**config.mk**
```make
export PLATFORM = sky130hd
export DESIGN_NAME = axis_motion_controller
export DESIGN_NICKNAME = d
export VERILOG_FILES = /design/src/rtl/axis_motion_controller.sv
export SDC_FILE = /design/constraint.sdc
export NUM_CORES = 1
export LEC_CHECK = 0
export BUFFER_PORTS_ARGS = -buffer_cell sky130_fd_sc_hd__buf_4
export CORE_ASPECT_RATIO = 1.5
export CORE_UTILIZATION = 45
export CTS_CLUSTER_SIZE = 10
export DETAILED_ROUTE_END_ITERATION = 6
export HOLD_SLACK_MARGIN = 0.1
export PLACE_DENSITY = 0.61
export SKIP_LAST_GASP = 1
export SLEW_MARGIN = 20
export SYNTH_ARGS = -nofsm -noshare
export SYNTH_HDL_FRONTEND = slang
export SYNTH_SLANG_ARGS = --single-unit
```
**constraint.sdc**
```tcl
create_clock -name clk -period 6.9 [get_ports clk]
set_input_delay 0.345 -clock clk [delete_from_list [all_inputs] [get_ports clk]]
set_output_delay 0.345 -clock clk [all_outputs]
set_load 0.01 [all_outputs]
```
**src/rtl/axis_motion_controller.sv**
```systemverilog
// N-axis step/dir motion controller: shared step-rate prescaler, per-axis step
// engines with signed position, two-phase homing with per-axis step budgets.
//
// state  | meaning
// -------+-----------------------------------------------------------
// IDLE   | jog active, waiting for home_req
// HOME_A | axes 0..N-2 step toward their endstops together
// HOME_B | last axis (tool/Z) steps toward its endstop
// FAULT  | homing step budget exhausted; no motion until home_req
module axis_motion_controller #(
    parameter int                N_AXES         = 3,
    parameter int                STEP_DIV       = 50000,
    parameter int                PULSE_W        = 100,
    parameter int                POS_W          = 16,
    parameter logic [N_AXES-1:0] HOME_DIR       = '0,
    parameter int                HOME_MAX_STEPS = 4000
) (
    input  logic                    clk,
    input  logic                    rst,
    input  logic                    home_req,
    input  logic [N_AXES-1:0]       jog_pos,
    input  logic [N_AXES-1:0]       jog_neg,
    input  logic [N_AXES-1:0]       limit,
    output logic [N_AXES-1:0]       step,
    output logic [N_AXES-1:0]       dir,
    output logic [N_AXES*POS_W-1:0] position,
    output logic                    homed,
    output logic                    busy,
    output logic                    fault
);

    localparam int PRE_W = $clog2(STEP_DIV);
    localparam int PW_W  = $clog2(PULSE_W + 1);
    localparam int BUD_W = $clog2(HOME_MAX_STEPS + 1);
    localparam int LAST  = N_AXES - 1;

    typedef enum logic [1:0] {IDLE, HOME_A, HOME_B, FAULT} state_t;

    state_t            state, state_nx;
    logic [PRE_W-1:0]  presc;
    logic              tick;
    logic [N_AXES-1:0] req, req_dir, zero_pos;
    logic              start_home, home_done, all_lim, timeout;
    logic              homed_q;
    logic [PW_W-1:0]   pulse_cnt [N_AXES];
    logic [BUD_W-1:0]  budget    [N_AXES];
    logic [POS_W-1:0]  pos_q     [N_AXES];

    assign tick  = (presc == PRE_W'(STEP_DIV - 1));
    assign busy  = (state == HOME_A) || (state == HOME_B);
    assign fault = (state == FAULT);
    assign homed = homed_q;

    always_comb begin
        position = '0;
        for (int i = 0; i < N_AXES; i++) position[i*POS_W +: POS_W] = pos_q[i];
    end

    always_ff @(posedge clk or posedge rst) begin
        if (rst) begin
            presc   <= '0;
            state   <= IDLE;
            homed_q <= 1'b0;
        end else begin
            presc <= tick ? '0 : presc + 1'b1;
            state <= state_nx;
            if (start_home)     homed_q <= 1'b0;
            else if (home_done) homed_q <= 1'b1;
        end
    end

    always_comb begin
        state_nx   = state;
        req        = '0;
        req_dir    = '0;
        zero_pos   = '0;
        start_home = 1'b0;
        home_done  = 1'b0;
        all_lim    = 1'b1;
        timeout    = 1'b0;
        case (state)
            IDLE: begin
                for (int i = 0; i < N_AXES; i++) begin
                    if (jog_pos[i] && !jog_neg[i]) begin
                        req[i]     = 1'b1;
                        req_dir[i] = ~HOME_DIR[i];
                    end else if (jog_neg[i] && !jog_pos[i] && !limit[i]) begin
                        req[i]     = 1'b1;
                        req_dir[i] = HOME_DIR[i];
                    end
                end
                if (home_req) begin
                    start_home = 1'b1;
                    state_nx   = HOME_A;
                end
            end
            HOME_A: begin
                for (int i = 0; i < LAST; i++) begin
                    req_dir[i] = HOME_DIR[i];
                    if (limit[i]) begin
                        zero_pos[i] = 1'b1;
                    end else begin
                        all_lim = 1'b0;
                        if (budget[i] == '0) timeout = 1'b1;
                        else                 req[i]  = 1'b1;
                    end
                end
                if (all_lim)      state_nx = HOME_B;
                else if (timeout) state_nx = FAULT;
            end
            HOME_B: begin
                req_dir[LAST] = HOME_DIR[LAST];
                if (limit[LAST]) begin
                    zero_pos[LAST] = 1'b1;
                    home_done      = 1'b1;
                    state_nx       = IDLE;
                end else if (budget[LAST] == '0) begin
                    state_nx = FAULT;
                end else begin
                    req[LAST] = 1'b1;
                end
            end
            FAULT: begin
                if (home_req) begin
                    start_home = 1'b1;
                    state_nx   = HOME_A;
                end
            end
            default: state_nx = IDLE;
        endcase
    end

    // A started pulse always runs out its width; only the step start is gated by req.
    always_ff @(posedge clk or posedge rst) begin
        if (rst) begin
            step <= '0;
            dir  <= '0;
            for (int i = 0; i < N_AXES; i++) begin
                pulse_cnt[i] <= '0;
                budget[i]    <= '0;
                pos_q[i]     <= '0;
            end
        end else begin
            for (int i = 0; i < N_AXES; i++) begin
                if (step[i]) begin
                    if (pulse_cnt[i] == '0) step[i]      <= 1'b0;
                    else                    pulse_cnt[i] <= pulse_cnt[i] - 1'b1;
                end
                if (tick && req[i]) begin
                    step[i]      <= 1'b1;
                    pulse_cnt[i] <= PW_W'(PULSE_W - 1);
                    dir[i]       <= req_dir[i];
                    pos_q[i]     <= (req_dir[i] != HOME_DIR[i]) ? pos_q[i] + 1'b1
                                                                : pos_q[i] - 1'b1;
                end
                if (zero_pos[i]) pos_q[i] <= '0;
                if (start_home)                   budget[i] <= BUD_W'(HOME_MAX_STEPS);
                else if (tick && req[i] && busy)  budget[i] <= budget[i] - 1'b1;
            end
        end
    end

endmodule

```
Word level (Yosys, flattened, before mapping)
Cells that the tools add are included.
{ "totals": {"reg_bits": 130, "inputBits": 12, "out_inout_bits": 57, "elab_cells": 161} }
{ "op_classes": {"addsub": 13, "eq_ne": 10, "mux": 75, "reduce_logical": 47} }
{ "op_table": {"columns": ["cell", "n"], "rows": [
  ["16-bit two-way mux", 10],
  ["12-bit two-way mux", 6],
  ["16-bit by 1-bit adder with 16-bit output (second input constant)", 4],
  ["7-bit two-way mux", 9],
  ["16-bit by 1-bit subtractor with 16-bit output (second input constant)", 3],
  ["1-bit two-way mux", 40],
  ["12-bit logical NOT", 3],
  ["12-bit by 1-bit subtractor with 12-bit output (second input constant)", 3],
  ["7-bit logical NOT", 3],
  ["7-bit by 1-bit subtractor with 7-bit output (second input constant)", 3],
  ["2-bit nonzero test", 10],
  ["16-bit == test (second input constant)", 1],
  ["1-bit logical AND", 15],
  ["2-bit two-way mux", 7],
  ["1-bit logical NOT", 9],
  ["2-bit by 1-bit != test with 1-bit output (second input constant)", 4],
  ["2-bit one-hot mux with 3 select lines", 1],
  ["2-bit AND reduction", 3],
  ["2-bit == test (second input constant)", 2],
  ["2-bit one-hot mux with 2 select lines", 1],
  ["3-bit by 1-bit != test with 1-bit output (second input constant)", 1],
  ["3-bit by 2-bit != test with 1-bit output (second input constant)", 1],
  ["3-bit AND reduction", 1],
  ["2-bit by 1-bit == test with 1-bit output (second input constant)", 1],
  ["other kinds (4)", 4]
]} }

Depth between registers and ports, before layout
{ "logic_depth": {"ltp_word": 10, "mapped_depth": 13} }

Worst setup path before layout
Ideal clock, no wire load.
{ "synth_path": {"kind": "register -> register", "startpoint": "reg state[0]", "endpoint": "reg pos_q (netlist bit position[30])", "setup_time_ns": 0.087, "t_arrival_ns": 3.089, "required_time_ns": 6.813, "setup_slack_ns": 3.725, "path_stages_with_launch": 11, "path_buffers": 0, "period_less_slack_ns": 3.175, "cell_sequence": "dfrtp_1 > inv_1 > ha_1 > nand3b_1 > ha_1 > a21o_1 > a31o_2 > o21bai_1 > a21oi_1 > or4b_2 > o211ai_1"} }
{ "synth_between": {"elab_chain_cells": 5} }
{ "synth_rtl": {"columns": ["element", "line_no", "source"], "rows": [
  ["start, declared", "39", "state_t state, state_nx;"],
  ["start signal, assigned", "66", "state <= state_nx;"],
  ["2-bit logical NOT", "81", "case (state)"],
  ["2-bit two-way mux", "81", null],
  ["16-bit two-way mux", "153", "pos_q[i] <= (req_dir[i] != HOME_DIR[i]) ? pos_q[i] + 1'b1"],
  ["16-bit two-way mux", "149", "if (tick && req[i]) begin"],
  ["16-bit two-way mux", "156", "if (zero_pos[i]) pos_q[i] <= '0;"],
  ["end signal, assigned by index", "153", null],
  ["end, declared", "47", "logic [POS_W-1:0] pos_q [N_AXES];"]
]} }
Parallel ways exist; a longest one is shown, timed or not. The select of a mux whose other input is x is not followed.
A chain may end at the register's enable or synchronous reset.

Final worst setup path
{ "layout_path": {"startpoint": "reg state[1]", "endpoint": "reg pos_q (netlist bit position[31])"} }
Same word-level chain as after synthesis.

==> flow_metrics.tcl <==
set metrics [dict create \
    outcome "completed" \
    post_cts_buffers 0 \
    antenna_found_initial 0 \
    die_width_um 114 \
    syn_avg_cell_area_sq_um 8.92 \
    synth_async_sr_flop_share 1.00 \
    yosysTopAreaCell "dfrtp_1" \
    synth.top_cells.by_area "dfrtp_1 (39%), ha_1 (9.8%), nand2_1 (5.6%)" \
    final_hold_viol_count 0 \
    cpPeakStageDelay_ns 0.72 \
    p_total_mw 2.34 \
    rsz0062_at_grt "false" \
    crit_fanout 23 \
    overflow 0 \
    yosysSeqAreaShare 0.386 \
    grt_pass1_vias 7247 \
    die-area_sq_um 19300 \
    worst_slew_pin_slew_ns 1.01 \
    drc 0 \
    slowest_stage "nand3b_1" \
    cts_resized 0 \
    grt_max_degree 72 \
    cts_buffers 17 \
    detail_route.wirelength_um 20000 \
    synth.top_cells.by_count "dfrtp_1 (130), nand2_1 (126), a21oi_1 (81)" \
    via_per_inst 5.57 \
    antenna_left 0 \
    fmax_mhz 267 \
    drive_above_1_share 0.126 \
    peakVddDrop_uv 160 \
    antenna_cells 0 \
    synth_top_area_frac 0.386 \
    worstPathArrival_ns 4.09 \
    first_pass_iters 5 \
    end_kind "flop" \
    fin_tns_setup_ns 0 \
    synth_nets 1025 \
    initial_utilization 0.465 \
    grt_usage 0.222 \
    cts_hold_buf 1 \
    worst_setup_path_start_kind "flop" \
    path_buf_inv 1 \
    cts_sinks 130 \
    cp_data_required_time_ns 7.24 \
    nets 1093 \
    clk_latency_ns 0.42 \
    core_sq_um 18100 \
    crit_family "compound AO/OA/AOI/OAI gates" \
    die_h_um 170 \
    clockRootBuffer "clkbuf_16" \
    synthCells 944 \
    powerDensity_nw_per_um2 239 \
    pre_cts_ws_ns 3.09 \
    htreeDepth 4 \
    min_period_ns 3.75 \
    netlist-cell-type-count 75 \
    synth_edf_count 0 \
    netlist_area_sq_um 8420 \
    max-clock-path-buffers 2 \
    dp_hpwl_um 14200 \
    crit_chain "inv_1 -> ha_1 -> nand3b_1 -> ha_1 -> a211oi_1 -> o21ai_0 -> o2111a_1 -> o21ai_0 -> mux2i_1 -> mux2i_1" \
    yosys_most_used_dff "dfrtp_1" \
    hold_slack_ns 0.339 \
    vias 7092 \
    yosys.cell_count.top_type "dfrtp_1" \
    ios 69 \
    fin_ws_ns 3.15 \
    setup_violations 0 \
    relSlewSlack 0.324 \
    gp_congestion 0.820 \
    cts_tree "built" \
    period_share 0.543 \
    areaGrowthSynthToFinish_pct 16.0 \
    clock_skew_ns 0.00968 \
    grt_first_pass_wirelength_um 34300 \
    hold_class "input port to flop" \
    drt_iter0_drc 303 \
    maxCapViolations 0 \
    ys_ff_latch 130 \
    avgRoutedWirePerCell_um 15.7 \
    leakage_nw 4.45 \
    io_buffers 68 \
    yosys_warnings 0 \
    rows 60 \
    drv_slew 0 \
    clkTransAtPathRegs_ns 0.06 \
    path_class "flop to flop" \
]
-- flip-flops by register name (all words and copies together), names as in the netlist --
| name | cells |
|---|---|
| homed | 1 |
| budget | 36 |
| dir | 3 |
| pulse_cnt | 21 |
| presc | 16 |
| state | 2 |
| step | 3 |
| position | 48 |
-- area by class of cell --
| class | count | area [sq um] |
|---|---|---|
| Clock buffer | 17 | 425 |
| Clock inverter | 15 | 159 |
| Fill cell | 1679 | 8320 |
| Inverter | 28 | 110 |
| Multi-Input combinational cell | 760 | 4950 |
| Sequential cell | 130 | 3250 |
| Tap cell | 248 | 310 |
| Timing Repair Buffer | 75 | 566 |
-- worst register-to-register path: stages (launching register included) --
cell and delay (ns):
dfrtp_1 0.40, inv_1 0.10, ha_1 0.30, nand3b_1 0.72, ha_1 0.61, a211oi_1 0.29
o21ai_0 0.22, o2111a_1 0.34, o21ai_0 0.24, mux2i_1 0.26, mux2i_1 0.20
-- logic make-up (layout without fill, tap and decap cells) --
logic type	Yosys count	count (layout)	share of synthesized area
AOI/OAI and AO/OA	246	246	0.186
xor gates and xnor gates	64	64	0.0666
adders and majority gates	69	69	0.105
buffers and inverters	54	135	0.0273
DFF	130	130	0.386
muxes	9	9	0.0113
and+or+nand+nor	372	372	0.217
-- per-stage QoR --
stage	utilization	cells	cell area (sq um)
2_1_floorplan	-	944	8420
3_3_place_gp	0.507	1240	9180
3_5_place_dp	0.507	1240	9180
4_1_cts	0.540	1273	9770
5_1_grt	0.540	1273	9770
6_report	0.540	1273	9770
-- power breakdown --
group          leakage (nW)  internal [mW]  switching (mW)
clock                 0.268          0.534           0.373
sequential             1.63          0.800          0.0299
combinational          2.55          0.218           0.382
-- cells in the final DEF (no fill, tap or decap), types with 17 or more instances in the layout --
cell type / instances
a21o_1: 21
ha_1: 66
dfrtp_1: 130
clkbuf_16: 17
xor2_1: 22
o21ai_0: 54
buf_4: 74
a21oi_1: 81
nand2_1: 126
nor3_1: 27
xnor2_1: 42
inv_1: 27
nand3_1: 32
nor2_1: 76
-- layer usage --
| metal | vias to the layer above | track usage | routed length [um] | part of all wire |
|---|---|---|---|---|
| met5 | - | 0 | 0 | 0 |
| met4 | 0 | 0.0698 | 314 | 0.016 |
| met3 | 25 | 0.0450 | 635 | 0.032 |
| met2 | 98 | 0.393 | 10200 | 0.51 |
| met1 | 3416 | 0.267 | 8890 | 0.44 |
| li1 | 3553 | - | - | - |
-- path summary, 6_finish.rpt --
path | startpoint | endpoint | slack [ns] | cells after the start
setup / recovery | state[1]$_DFFE_PP0P_ | position[31]$_DFFE_PP0P_ | 3.15 | 10
hold / removal | home_req | budget[2]$_DFFE_PP0P_ | 0.34 | 3
setup reg to reg | state[1]$_DFFE_PP0P_ | position[31]$_DFFE_PP0P_ | 3.15 | 10
hold reg to reg | budget[6]$_DFFE_PP0P_ | budget[6]$_DFFE_PP0P_ | 0.48 | 1
max in group asynchronous | rst | presc[1]$_DFF_PP0_ | 5.06 | 4
min in group asynchronous | rst | position[32]$_DFFE_PP0P_ | 0.58 | 3
Note: power is estimated with default switching activity, not from simulation.
